<file path="src/rtl/cpu_trace_pkg.sv">
// Shared state encoding and trace-entry layout for the cpu_v1 execution-trace recorder.
// Entry layout (default widths): {pc[41:32], ir[31:18], a[17:10], b[9:2], z[1], c[0]}.
package cpu_trace_pkg;

  typedef enum logic [1:0] {
    ST_IDLE    = 2'd0,
    ST_ARMED   = 2'd1,
    ST_CAPTURE = 2'd2,
    ST_DONE    = 2'd3
  } trace_state_t;

  localparam int PC_W_DEF = 10;
  localparam int IR_W_DEF = 14;
  localparam int D_W_DEF  = 8;
  localparam int ENTRY_W  = PC_W_DEF + IR_W_DEF + 2 * D_W_DEF + 2;

  localparam int C_BIT  = 0;
  localparam int Z_BIT  = 1;
  localparam int B_LSB  = 2;
  localparam int A_LSB  = B_LSB + D_W_DEF;
  localparam int IR_LSB = A_LSB + D_W_DEF;
  localparam int PC_LSB = IR_LSB + IR_W_DEF;

endpackage

</file>
<file path="src/rtl/trace_fifo.sv">
// Synchronous FIFO with first-word-fall-through read: pop data is mem[rd_ptr] combinationally.
// One-cycle write latency; a push while full is accepted only when a pop happens in the same cycle.
module trace_fifo #(
  parameter  int W     = 42,
  parameter  int DEPTH = 16,
  localparam int AW    = $clog2(DEPTH),
  localparam int CW    = AW + 1
) (
  input  logic          clk_i,
  input  logic          rst_i,
  input  logic          push_i,
  input  logic [W-1:0]  push_dat_i,
  input  logic          pop_i,
  output logic [W-1:0]  pop_dat_o,
  output logic          push_ok_o,
  output logic          empty_o,
  output logic [CW-1:0] count_o
);

  localparam logic [CW-1:0] FULL_C = CW'(DEPTH);

  logic [W-1:0]  mem_q [DEPTH];
  logic [AW-1:0] wr_ptr_q;
  logic [AW-1:0] rd_ptr_q;
  logic [CW-1:0] count_q;
  logic          full;
  logic          pop_ok;

  assign full      = (count_q == FULL_C);
  assign empty_o   = (count_q == '0);
  assign pop_ok    = pop_i && !empty_o;
  assign push_ok_o = push_i && (!full || pop_ok);
  assign pop_dat_o = mem_q[rd_ptr_q];
  assign count_o   = count_q;

  // DEPTH is a power of two, so pointer wrap is plain binary rollover.
  always_ff @(posedge clk_i) begin
    if (rst_i) begin
      wr_ptr_q <= '0;
      rd_ptr_q <= '0;
      count_q  <= '0;
    end else begin
      if (push_ok_o) wr_ptr_q <= wr_ptr_q + 1'b1;
      if (pop_ok)    rd_ptr_q <= rd_ptr_q + 1'b1;
      if (push_ok_o && !pop_ok)      count_q <= count_q + 1'b1;
      else if (!push_ok_o && pop_ok) count_q <= count_q - 1'b1;
    end
  end

  always_ff @(posedge clk_i) begin
    if (push_ok_o) mem_q[wr_ptr_q] <= push_dat_i;
  end

endmodule

</file>
<file path="src/rtl/cpu_trace_buffer.sv">
// Records one snapshot of the cpu_v1 architectural outputs per PC change into a FWFT FIFO.
// Entry visible one cycle after the event; drained via rd_valid/rd_ready, drops (sticky overflow) when full.
module cpu_trace_buffer
  import cpu_trace_pkg::*;
#(
  parameter  int DEPTH = 16,
  parameter  int PC_W  = PC_W_DEF,
  parameter  int IR_W  = IR_W_DEF,
  parameter  int D_W   = D_W_DEF,
  localparam int EW    = PC_W + IR_W + 2 * D_W + 2,
  localparam int CW    = $clog2(DEPTH) + 1
) (
  input  logic            clk,
  input  logic            rst,
  input  logic [PC_W-1:0] pc_in,
  input  logic [IR_W-1:0] ir_in,
  input  logic [D_W-1:0]  a_in,
  input  logic [D_W-1:0]  b_in,
  input  logic            z_in,
  input  logic            c_in,
  input  logic            arm,
  input  logic            stop,
  input  logic            trig_en,
  input  logic [PC_W-1:0] trig_pc,
  input  logic            one_shot,
  output logic            rd_valid,
  input  logic            rd_ready,
  output logic [EW-1:0]   rd_data,
  output logic [CW-1:0]   count,
  output logic            overflow,
  output logic [1:0]      state
);

  localparam logic [CW-1:0] DEPTH_C = CW'(DEPTH);

  trace_state_t    state_q, state_d;
  logic [PC_W-1:0] pc_q;
  logic            pc_q_vld;
  logic [CW-1:0]   cap_cnt_q, cap_cnt_d, cap_next;
  logic            overflow_q, overflow_d;
  logic            pc_event, trig_hit, wr_req, arm_acc;
  logic            push_ok, fifo_empty;
  logic [EW-1:0]   entry;

  assign pc_event = pc_q_vld && (pc_in != pc_q);
  assign entry    = {pc_in, ir_in, a_in, b_in, z_in, c_in};
  assign cap_next = cap_cnt_q + 1'b1;

  always_ff @(posedge clk) begin
    if (rst) begin
      pc_q     <= '0;
      pc_q_vld <= 1'b0;
    end else begin
      pc_q     <= pc_in;
      pc_q_vld <= 1'b1;
    end
  end

  always_ff @(posedge clk) begin
    if (rst) state_q <= ST_IDLE;
    else     state_q <= state_d;
  end

  always_comb begin
    state_d = state_q;
    unique case (state_q)
      ST_IDLE, ST_DONE: if (arm_acc) state_d = trig_en ? ST_ARMED : ST_CAPTURE;
      ST_ARMED: begin
        if (stop)          state_d = ST_DONE;
        else if (trig_hit) state_d = ST_CAPTURE;
      end
      ST_CAPTURE: begin
        if (stop || (one_shot && push_ok && cap_next == DEPTH_C)) state_d = ST_DONE;
      end
      default: state_d = ST_IDLE;
    endcase
  end

  // stop wins over arm, and over a trigger landing in the same cycle.
  always_comb begin
    arm_acc  = arm && !stop && (state_q == ST_IDLE || state_q == ST_DONE);
    trig_hit = (state_q == ST_ARMED) && !stop && pc_event && (pc_in == trig_pc);
    wr_req   = pc_event && ((state_q == ST_CAPTURE) || trig_hit);
  end

  always_comb begin
    cap_cnt_d  = cap_cnt_q;
    overflow_d = overflow_q;
    if (arm_acc) begin
      cap_cnt_d  = '0;
      overflow_d = 1'b0;
    end else begin
      if (push_ok && cap_cnt_q != DEPTH_C) cap_cnt_d = cap_next;
      if (wr_req && !push_ok)               overflow_d = 1'b1;
    end
  end

  always_ff @(posedge clk) begin
    if (rst) begin
      cap_cnt_q  <= '0;
      overflow_q <= 1'b0;
    end else begin
      cap_cnt_q  <= cap_cnt_d;
      overflow_q <= overflow_d;
    end
  end

  trace_fifo #(.W(EW), .DEPTH(DEPTH)) u_fifo (
    .clk_i      (clk),
    .rst_i      (rst),
    .push_i     (wr_req),
    .push_dat_i (entry),
    .pop_i      (rd_ready),
    .pop_dat_o  (rd_data),
    .push_ok_o  (push_ok),
    .empty_o    (fifo_empty),
    .count_o    (count)
  );

  assign rd_valid = !fifo_empty;
  assign overflow = overflow_q;
  assign state    = state_q;

endmodule

</file>
<file path="config.mk">
export PLATFORM = sky130hd
export DESIGN_NAME = cpu_trace_buffer
export DESIGN_NICKNAME = d
export VERILOG_FILES = /design/src/rtl/cpu_trace_pkg.sv /design/src/rtl/trace_fifo.sv /design/src/rtl/cpu_trace_buffer.sv
export SDC_FILE = /design/constraint.sdc
export NUM_CORES = 1
export LEC_CHECK = 0
export BUFFER_PORTS_ARGS = -buffer_cell sky130_fd_sc_hd__buf_2
export CORE_ASPECT_RATIO = 1.4
export CORE_MARGIN = 2
export CORE_UTILIZATION = 40
export CTS_BUF_LIST = sky130_fd_sc_hd__clkbuf_8
export CTS_CLUSTER_SIZE = 40
export DETAILED_ROUTE_END_ITERATION = 8
export SYNTH_ARGS = -nofsm -noshare
export SYNTH_HDL_FRONTEND = slang
export SYNTH_HIERARCHICAL = 1
export SYNTH_SLANG_ARGS = --single-unit
</file>
<file path="constraint.sdc">
create_clock -name clk -period 8.35 [get_ports clk]
set_clock_uncertainty 0.2 [all_clocks]
set_input_delay 1.67 -clock clk [delete_from_list [all_inputs] [get_ports clk]]
set_output_delay 1.67 -clock clk [all_outputs]
set_load 0.05 [all_outputs]
</file>
# After elaboration in Yosys (flattened, before gate mapping)
# Memory sizes are Yosys's and may differ from the RTL's. A register that Yosys moved wholly into a read port is not among the register bits.
# Cells that the tools add are included.
[word_totals]
output_inout_bits = 51
regBits = 32
ram_bits = 672
memories = 1
[mem_list]
columns = ["name", "depth", "width", "rd", "rd_ports_with_merged_regs", "wr", "line_no", "source"]
rows = [
  ["u_fifo.mem_q", 16, 42, 1, 1, 1, "trace_fifo.sv:22", "logic [W-1:0] mem_q [DEPTH];"],
]
[op_classes]
eq_ne = 11
addsub = 5
mux = 13
reduce_logical = 30
[op_table]
columns = ["cell", "n"]
rows = [
  ["$logic_and A1 B1 Y1", 15],
  ["$add A5 B1 Y5 const B", 2],
  ["$eq A10 B10 Y1", 1],
  ["$eq A5 B5 Y1 const B", 2],
  ["$mux W2", 5],
  ["$mux W5", 2],
  ["$ne A10 B10 Y1", 1],
  ["$add A4 B1 Y4 const B", 2],
  ["$mux W4", 2],
  ["$pmux W2 S3", 1],
  ["$logic_not A1 Y1", 5],
  ["$logic_not A5 Y1", 1],
  ["$ne A5 B5 Y1 const B", 1],
  ["$sub A5 B1 Y5 const B", 1],
  ["$eq A2 B2 Y1 const B", 2],
  ["$logic_or A1 B1 Y1", 4],
  ["$ne A2 B2 Y1 const B", 2],
  ["$reduce_or A2 Y1", 2],
  ["$mux W1", 3],
  ["$ne A3 B3 Y1 const B", 1],
  ["$reduce_and A3 Y1", 1],
  ["$eq A2 B1 Y1 const B", 1],
  ["$logic_not A2 Y1", 1],
  ["$reduce_bool A2 Y1", 1],
]

# Logic depth before layout (Yosys ltp)
# Gate-level depths: netlist of run 1.
[depth]
word_depth = 12
mapped_depth = 15
ltp_nobuf = 15

# Cells and area by module
# Netlist of run 1, hierarchy kept.
[by_module_without_submodules]
columns = ["mod", "area_each_um2", "cells_per_inst", "n_inst"]
rows = [
  ["trace_fifo", 26046.2, 1139, 1],
  ["cpu_trace_buffer", 1051.0, 116, 1],
]

# Worst setup path before layout of run 1
# Ideal clock, no wire load.
[synth_path]
path_type = "input to register"
from = "in stop"
to = "mem u_fifo.mem_q[1][0] (enable)"
t_arrival_ns = 5.990
setup_slack_ns = 1.667
path_buffers = 0
cell_stages = 6
setup_time_ns = 0.493
cell_sequence = "and2b_1 > nand4_1 > or3_4 > a21oi_1 > nand3_1 > nor3_1"
[synth_via]
elab_chain_cells = 9
[synth_rtl]
columns = ["item", "line_no", "source"]
rows = [
  ["start, declared", "cpu_trace_buffer.sv:22", "input logic stop,"],
  ["$logic_not A1 Y1", "cpu_trace_buffer.sv:82", "trig_hit = (state_q == ST_ARMED) && !stop && pc_event && (pc_in == trig_pc);"],
  ["$logic_and A1 B1 Y1 (3 in series)", "cpu_trace_buffer.sv:82", ""],
  ["$logic_or A1 B1 Y1", "cpu_trace_buffer.sv:83", "wr_req = pc_event && ((state_q == ST_CAPTURE) || trig_hit);"],
  ["$logic_and A1 B1 Y1", "cpu_trace_buffer.sv:83", ""],
  ["named net wr_req", "cpu_trace_buffer.sv:41", "logic pc_event, trig_hit, wr_req, arm_acc;"],
  ["$logic_and A1 B1 Y1", "trace_fifo.sv:32", "assign push_ok_o = push_i && (!full || pop_ok);"],
  ["$mux W1", "trace_fifo.sv:51", "if (push_ok_o) mem_q[wr_ptr_q] <= push_dat_i;"],
  ["$mux W1 (not written as such)", "trace_fifo.sv:51", ""],
  ["end, declared", "trace_fifo.sv:22", ""],
]
# The timed path passes the listed nets, and every way through them passes these cells.

==> impl_metrics.yaml, run 1 <==
status:
  outcome: "finished, final reports clean"
routing:
  wl_met2_mm: 30.8
  met3_length_mm: 2.79
  met1_length_mm: 23.4
  wirelength_mm: 57.9
  wire_per_inst_um: 24.4
  top_layer: "met4"
  route.detailed.drc: 0
  avgViaCountPerCell: 5.46
  drt.antenna.violating_nets: 0
  drtIter0Drc: 921
  drtPass1Iterations: 5
  num_vias: 13000
timing:
  max_slew_margin_pct: 23.0
  max_freq_ghz: 0.184
  hold_violations: 0
  rsz0062_at_grt: "false"
  period_share_pct: 65.2
  slew_viol_final: 0
  setup_viol: 0
  tightestPinTransition_ns: 1.15
  setup_ws_ns: 2.90
  fin_setup_tns_ns: 0
  fin_crit_ns: 5.45
die:
  coreArea_mm2: 0.0668
  initial_core_util_pct: 40.5
  dieHeight_um: 312
  die-area_mm2: 0.0699
  ios: 110
  die_w_um: 224
  core.rowCount: 112
cells_and_area:
  seqCellArea_mm2: 0.0209
  final_cell_mix: "672 x edfxtp_1, 168 x mux4_2, 109 x buf_2"
  layout_commonest_cell: "edfxtp_1"
  fillerInstances: 5553
  drive_above_1_share_pct: 31.1
  syn_to_final_growth_pct: 13.1
  layout.nets: 1507
  multi_input_area_mm2: 0.00594
place:
  place_ws_ns: 2.40
  io_buffers: 109
  place_hpwl_mm: 31.3
  gp_congestion: 0.726
global_route:
  grt_pass1_vias: 14100
  track_usage_pct: 16.9
  grt_max_degree: 169
  grt_pass1_wl_mm: 88.2
  antenna_found_initial: 2
  grt_remaining_overflow: 0
logic_synthesis:
  ys_seq_area_share_pct: 77.1
  ys.flop_type: "edfxtp_1"
  async_reset_ff_share_pct: 0
  synth-edff-count: 672
  syn_area_per_cell_um2: 21.6
  synth_fp_nets: 1329
  synth.cell_area_mm2: 0.0271
  syn_inst: 1255
  synthDistinctLibCells: 50
  yosys_warnings: 6
  yosys_register_bits: 708
clocking:
  clk_path_buf_depth: 3
  htree_levels: 3
  cts.sinks: 708
  clock_latency_ns: 0.69
  cts_tree: "yes"
  cts_setup_buffers: 0
  cts_buffers: 103
  cts_resized: 0
  clkTransAtPathRegs_ns: 0.06
  clockRootBuffer: "clkbuf_8"
  holdBufCountCts: 0
critical_path:
  r2r_cells: 8
  critPathRequiredTime_ns: 6.48
  cp_cell_sequence: "buf_12, mux4_2, a22oi_1, nand2_1, buf_2"
  crit_fanout: 65
  critPathKind: "reg2out"
  crit_buf_inv: 2
  cpPeakStageDelay_ns: 1.02
  r2r_setup_slack_ns: 3.97
  worstReg2RegStart: "state[0]"
  arrival_ns: 3.58
  cp_top_family: "flip-flops"
  worstReg2RegEnd: "u_fifo/mem_q[10][0]"
  crit_path_end_kind: "output port"
  cp-start-kind: "register"
  cpMaxStageDelayCell: "dfxtp_4"
worst_hold_path:
  hold_start: "overflow"
  hold_path_class: "reg2reg"
  holdPathStages: 2
  holdPathEnd: "overflow"
power_and_ir_drop:
  power_per_cell_area_mw_per_mm2: 270
  p_leak_nw: 9.77
  max-vdd-ir-drop_mv: 0.357
  p_total_mw: 8.29
run:
  cap_violations: 0
power by group:
group / total (mW) / leakage (nW) / switching, mW / internal (mW)
clock: 2.52 / 1.07 / 1.28 / 1.23
sequential: 4.05 / 6.34 / 0.0901 / 3.96
combinational: 1.72 / 2.37 / 1.03 / 0.687
total: 8.29 / 9.77 / 2.41 / 5.88
worst reg2reg max path, cell delays in order (launching register included):
cell,delay [ns]
dfxtp_1,0.39
ha_1,0.19
and2b_1,0.16
nand4_1,0.10
or3_4,0.35
a21oi_1,0.72
nand3_1,0.50
nor2_4,1.01
buf_4,0.44
cells in the mapped netlist (2+ instances only):
cell | count | area share [%]
nor3_1 | 4 | 0.074
a22oi_1 | 84 | 2.3
buf_6 | 6 | 0.25
xnor2_1 | 22 | 0.71
a31oi_1 | 2 | 0.046
dfxtp_1 | 36 | 2.7
buf_4 | 9 | 0.25
inv_1 | 15 | 0.21
o21ai_1 | 3 | 0.055
clkbuf_1 | 28 | 0.39
and3_1 | 2 | 0.046
and2b_1 | 2 | 0.055
buf_2 | 12 | 0.22
edfxtp_1 | 672 | 74
nor2b_1 | 13 | 0.30
buf_1 | 9 | 0.12
nor2_1 | 36 | 0.50
a21o_1 | 2 | 0.055
mux2i_1 | 3 | 0.11
nand2_1 | 48 | 0.66
mux4_2 | 168 | 14
nand3_1 | 10 | 0.18
ha_1 | 14 | 0.65
nand4_1 | 6 | 0.14
nor3_2 | 2 | 0.074
a21oi_1 | 9 | 0.17
nand2b_1 | 4 | 0.092
xor2_1 | 9 | 0.29
o211ai_1 | 3 | 0.083
and2_1 | 2 | 0.046
cells by family after synthesis:
kind of cell,Yosys count,share of synthesized area [%]
compound gates,113,3.14
xor+xnor,32,1.06
fa+ha+maj,15,0.720
buf+inv,79,1.44
flops,708,77.1
mux,172,14.1
simple gates,136,2.40
area by class of cell:
| cell class | instances | area share, % |
|---|---|---|
| sequential | 708 | 68.2 |
| multi-input combinational | 468 | 19.4 |
| clock buffer | 108 | 4.85 |
| tap | 855 | 3.49 |
| timing repair buffer | 137 | 2.59 |
| clock inverter | 80 | 1.25 |
| inverter | 15 | 0.184 |
| antenna | 1 | 0.00817 |
state kept, by name, summed over array words and instances, names as in the netlist, named ones only:
| name | flops |
|---|---|
| overflow | 1 |
| u_fifo/mem_q | 672 |
| u_fifo/rd_ptr_q | 4 |
| state | 2 |
| pc_q | 10 |
| u_fifo/count_o | 5 |
| cap_cnt_q | 5 |
| u_fifo/wr_ptr_q | 4 |
| pc_q_vld | 1 |
per-stage QoR:
step / util, % / area, um^2 / cells / hold slack [ns]
after detailed placement: 43.0 / 28800 / 2183 / 0.264
after CTS: 45.8 / 30600 / 2371 / 0.281
final: 45.8 / 30600 / 2372 / 0.278
after floorplan: - / 27100 / 1255 / 0.277
after global routing: 45.8 / 30600 / 2372 / 0.323
after global placement: 43.0 / 28800 / 2183 / 0.277
worst max-delay path by stage:
stage	endpoint	from	cells past startpoint	slack [ns]
floorplan	u_fifo/mem_q[1][0]	stop	6	1.67
global route	rd_data[12]	register	5	2.59
CTS	rd_data[11]	register	5	2.75
finish	rd_data[13]	register	5	2.90
detailed placement	u_fifo/mem_q[10][0]	pc_in[2]	8	2.40
global placement	u_fifo/mem_q[10][0]	pc_in[3]	8	2.46
routing by layer:
| layer | vias up | global-route usage [%] |
|---|---|---|
| met4 | 0 | 4.89 |
| met1 | 6953 | 21.2 |
| met5 | - | 0 |
| li1 | 5582 | - |
| met3 | 88 | 3.13 |
| met2 | 328 | 30.1 |
(Power assumes the default switching activity.)
==> run 2, diff against run 1 <==
==> constraint.sdc (replaced) <==
create_clock -name clk -period 4.7 [get_ports clk]
set_clock_uncertainty 0.2 [all_clocks]
set_input_delay 0.94 -clock clk [delete_from_list [all_inputs] [get_ports clk]]
set_output_delay 0.94 -clock clk [all_outputs]
set_load 0.05 [all_outputs]
==> run 2 against run 1 <==
Against the previous run: sequential share of layout area fell by 0.83 points; utilization rose by 0.57 points; critical path type unchanged; highest routed layer is now met5; routed wire length rose by 1.7%; combinational power rose by 83%.
==> impl_metrics.yaml, run 2 (synthesized netlist as in run 1, its figures left out) <==
status:
  outcome: "finished, final reports clean"
cells_and_area:
  layout.nets: 1520
  layout_commonest_cell: "edfxtp_1"
  largest_register: "u_fifo/mem_q"
  final_cell_mix: "672 x edfxtp_1, 168 x mux4_2, 109 x buf_2"
  reg.largest.list: "u_fifo/mem_q x672, pc_q x10"
  drive_above_1_share_pct: 31.2
  design_area_mm2: 0.0310
  largest_reg_flops: 672
  final_core_util_pct: 46.4
  syn_to_final_growth_pct: 14.5
critical_path:
  critPathRequiredTime_ns: 3.56
  critPathKind: "reg2out"
  crit_path_end_kind: "output port"
  cp-start-kind: "register"
  crit_fanout: 27
  r2r_cells: 14
  arrival_ns: 3.06
die:
  die_w_um: 224
  die-area_mm2: 0.0699
  initial_core_util_pct: 40.5
  core.rowCount: 112
  dieHeight_um: 312
  coreArea_mm2: 0.0668
  ios: 110
routing:
  route.detailed.drc: 0
  drtIter0Drc: 965
  wire_per_inst_um: 24.7
  avgViaCountPerCell: 5.46
  drtPass1Iterations: 5
  wirelength_mm: 58.9
  drt.antenna.violating_nets: 0
  num_vias: 13000
timing:
  tightestPinTransition_ns: 0.974
  slew_viol_final: 0
  whs_ns: 0.274
  rsz0062_at_grt: "false"
  max_slew_margin_pct: 35.1
  fin_crit_ns: 4.20
  hold_violations: 0
  max_freq_ghz: 0.238
  period_share_pct: 89.3
  setup_viol: 0
power_and_ir_drop:
  power_per_cell_area_mw_per_mm2: 480
  p_total_mw: 14.9
  p_leak_nw: 9.92
  max-vdd-ir-drop_mv: 0.455
run:
  cap_violations: 0
clocking:
  clk_path_buf_depth: 3
  cts_setup_buffers: 0
  cts_resized: 0
  clkTransAtPathRegs_ns: 0.06
  clock_latency_ns: 0.69
  cts_tree: "yes"
  cts_buffers: 102
  holdBufCountCts: 0
  clockRootBuffer: "clkbuf_8"
  cts.sinks: 708
  htree_levels: 3
worst_hold_path:
  holdPathStages: 2
  hold_path_class: "reg2reg"
place:
  place_hpwl_mm: 30.0
  gp_congestion: 0.698
  placed_cell_area_mm2: 0.0291
  io_buffers: 109
global_route:
  grt_remaining_overflow: 0
  antenna_found_initial: 5
  grt_pass1_wl_mm: 88.5
  track_usage_pct: 17.2
  grt_max_degree: 63
  grt_pass1_vias: 14100
-- run 2: cell count changes in the layout (fill, tap and decap cells not counted), sizes merged --
cell,before,now
clkinv,46,34
inv,45,57
clkinvlp,3,1
bufinv,1,3
clkbuf,108,107
buf,137,151
-- run 2: final timing paths --
check	startpoint	end	slack [ns]
setup / recovery	register	rd_data[8]	0.50
hold / removal	overflow	overflow	0.27
setup reg to reg	state[0]	u_fifo/count_o[4]	1.20
hold reg to reg	overflow	overflow	0.27
-- run 2: final cells by class --
cell class / count / area [um^2]
clock buffer: 107 / 1470
antenna: 1 / 2.50
sequential: 708 / 20900
fill: 5514 / 35800
clock inverter: 80 / 433
timing repair buffer: 151 / 1110
multi-input combinational: 468 / 5970
tap: 855 / 1070
inverter: 15 / 56.3
-- run 2: layer usage --
metal  vias to the layer above  wire [um]  GRT usage [%]
met1                      6920      24000           22.3
met2                       384      30700           29.8
met3                        95       2950           2.72
met4                         2       1210           5.26
met5                         -         14              0
li1                       5621          -              -
-- run 2: through the flow --
step | TNS, ns | cells | worst slack, ns
3_5_place_dp | 0 | 2197 | 0.437
4_1_cts | 0 | 2384 | 0.361
2_1_floorplan | -32.04 | 1255 | -0.127
5_1_grt | 0 | 2385 | 0.284
6_report | 0 | 2385 | 0.502
3_3_place_gp | 0 | 2197 | 0.520
-- run 2: where the power goes --
part / switching (mW) / leakage [nW] / internal [mW]
combinational: 1.87 / 2.47 / 1.28
clock: 2.28 / 1.11 / 2.28
sequential: 0.154 / 6.34 / 7.04
-- run 2: worst max-delay path, stage by stage (launching register included) --
cell,delay [ns]
dfxtp_4,0.77
buf_4,0.41
mux4_2,0.54
a22oi_1,0.20
nand2_1,0.17
buf_2,0.25
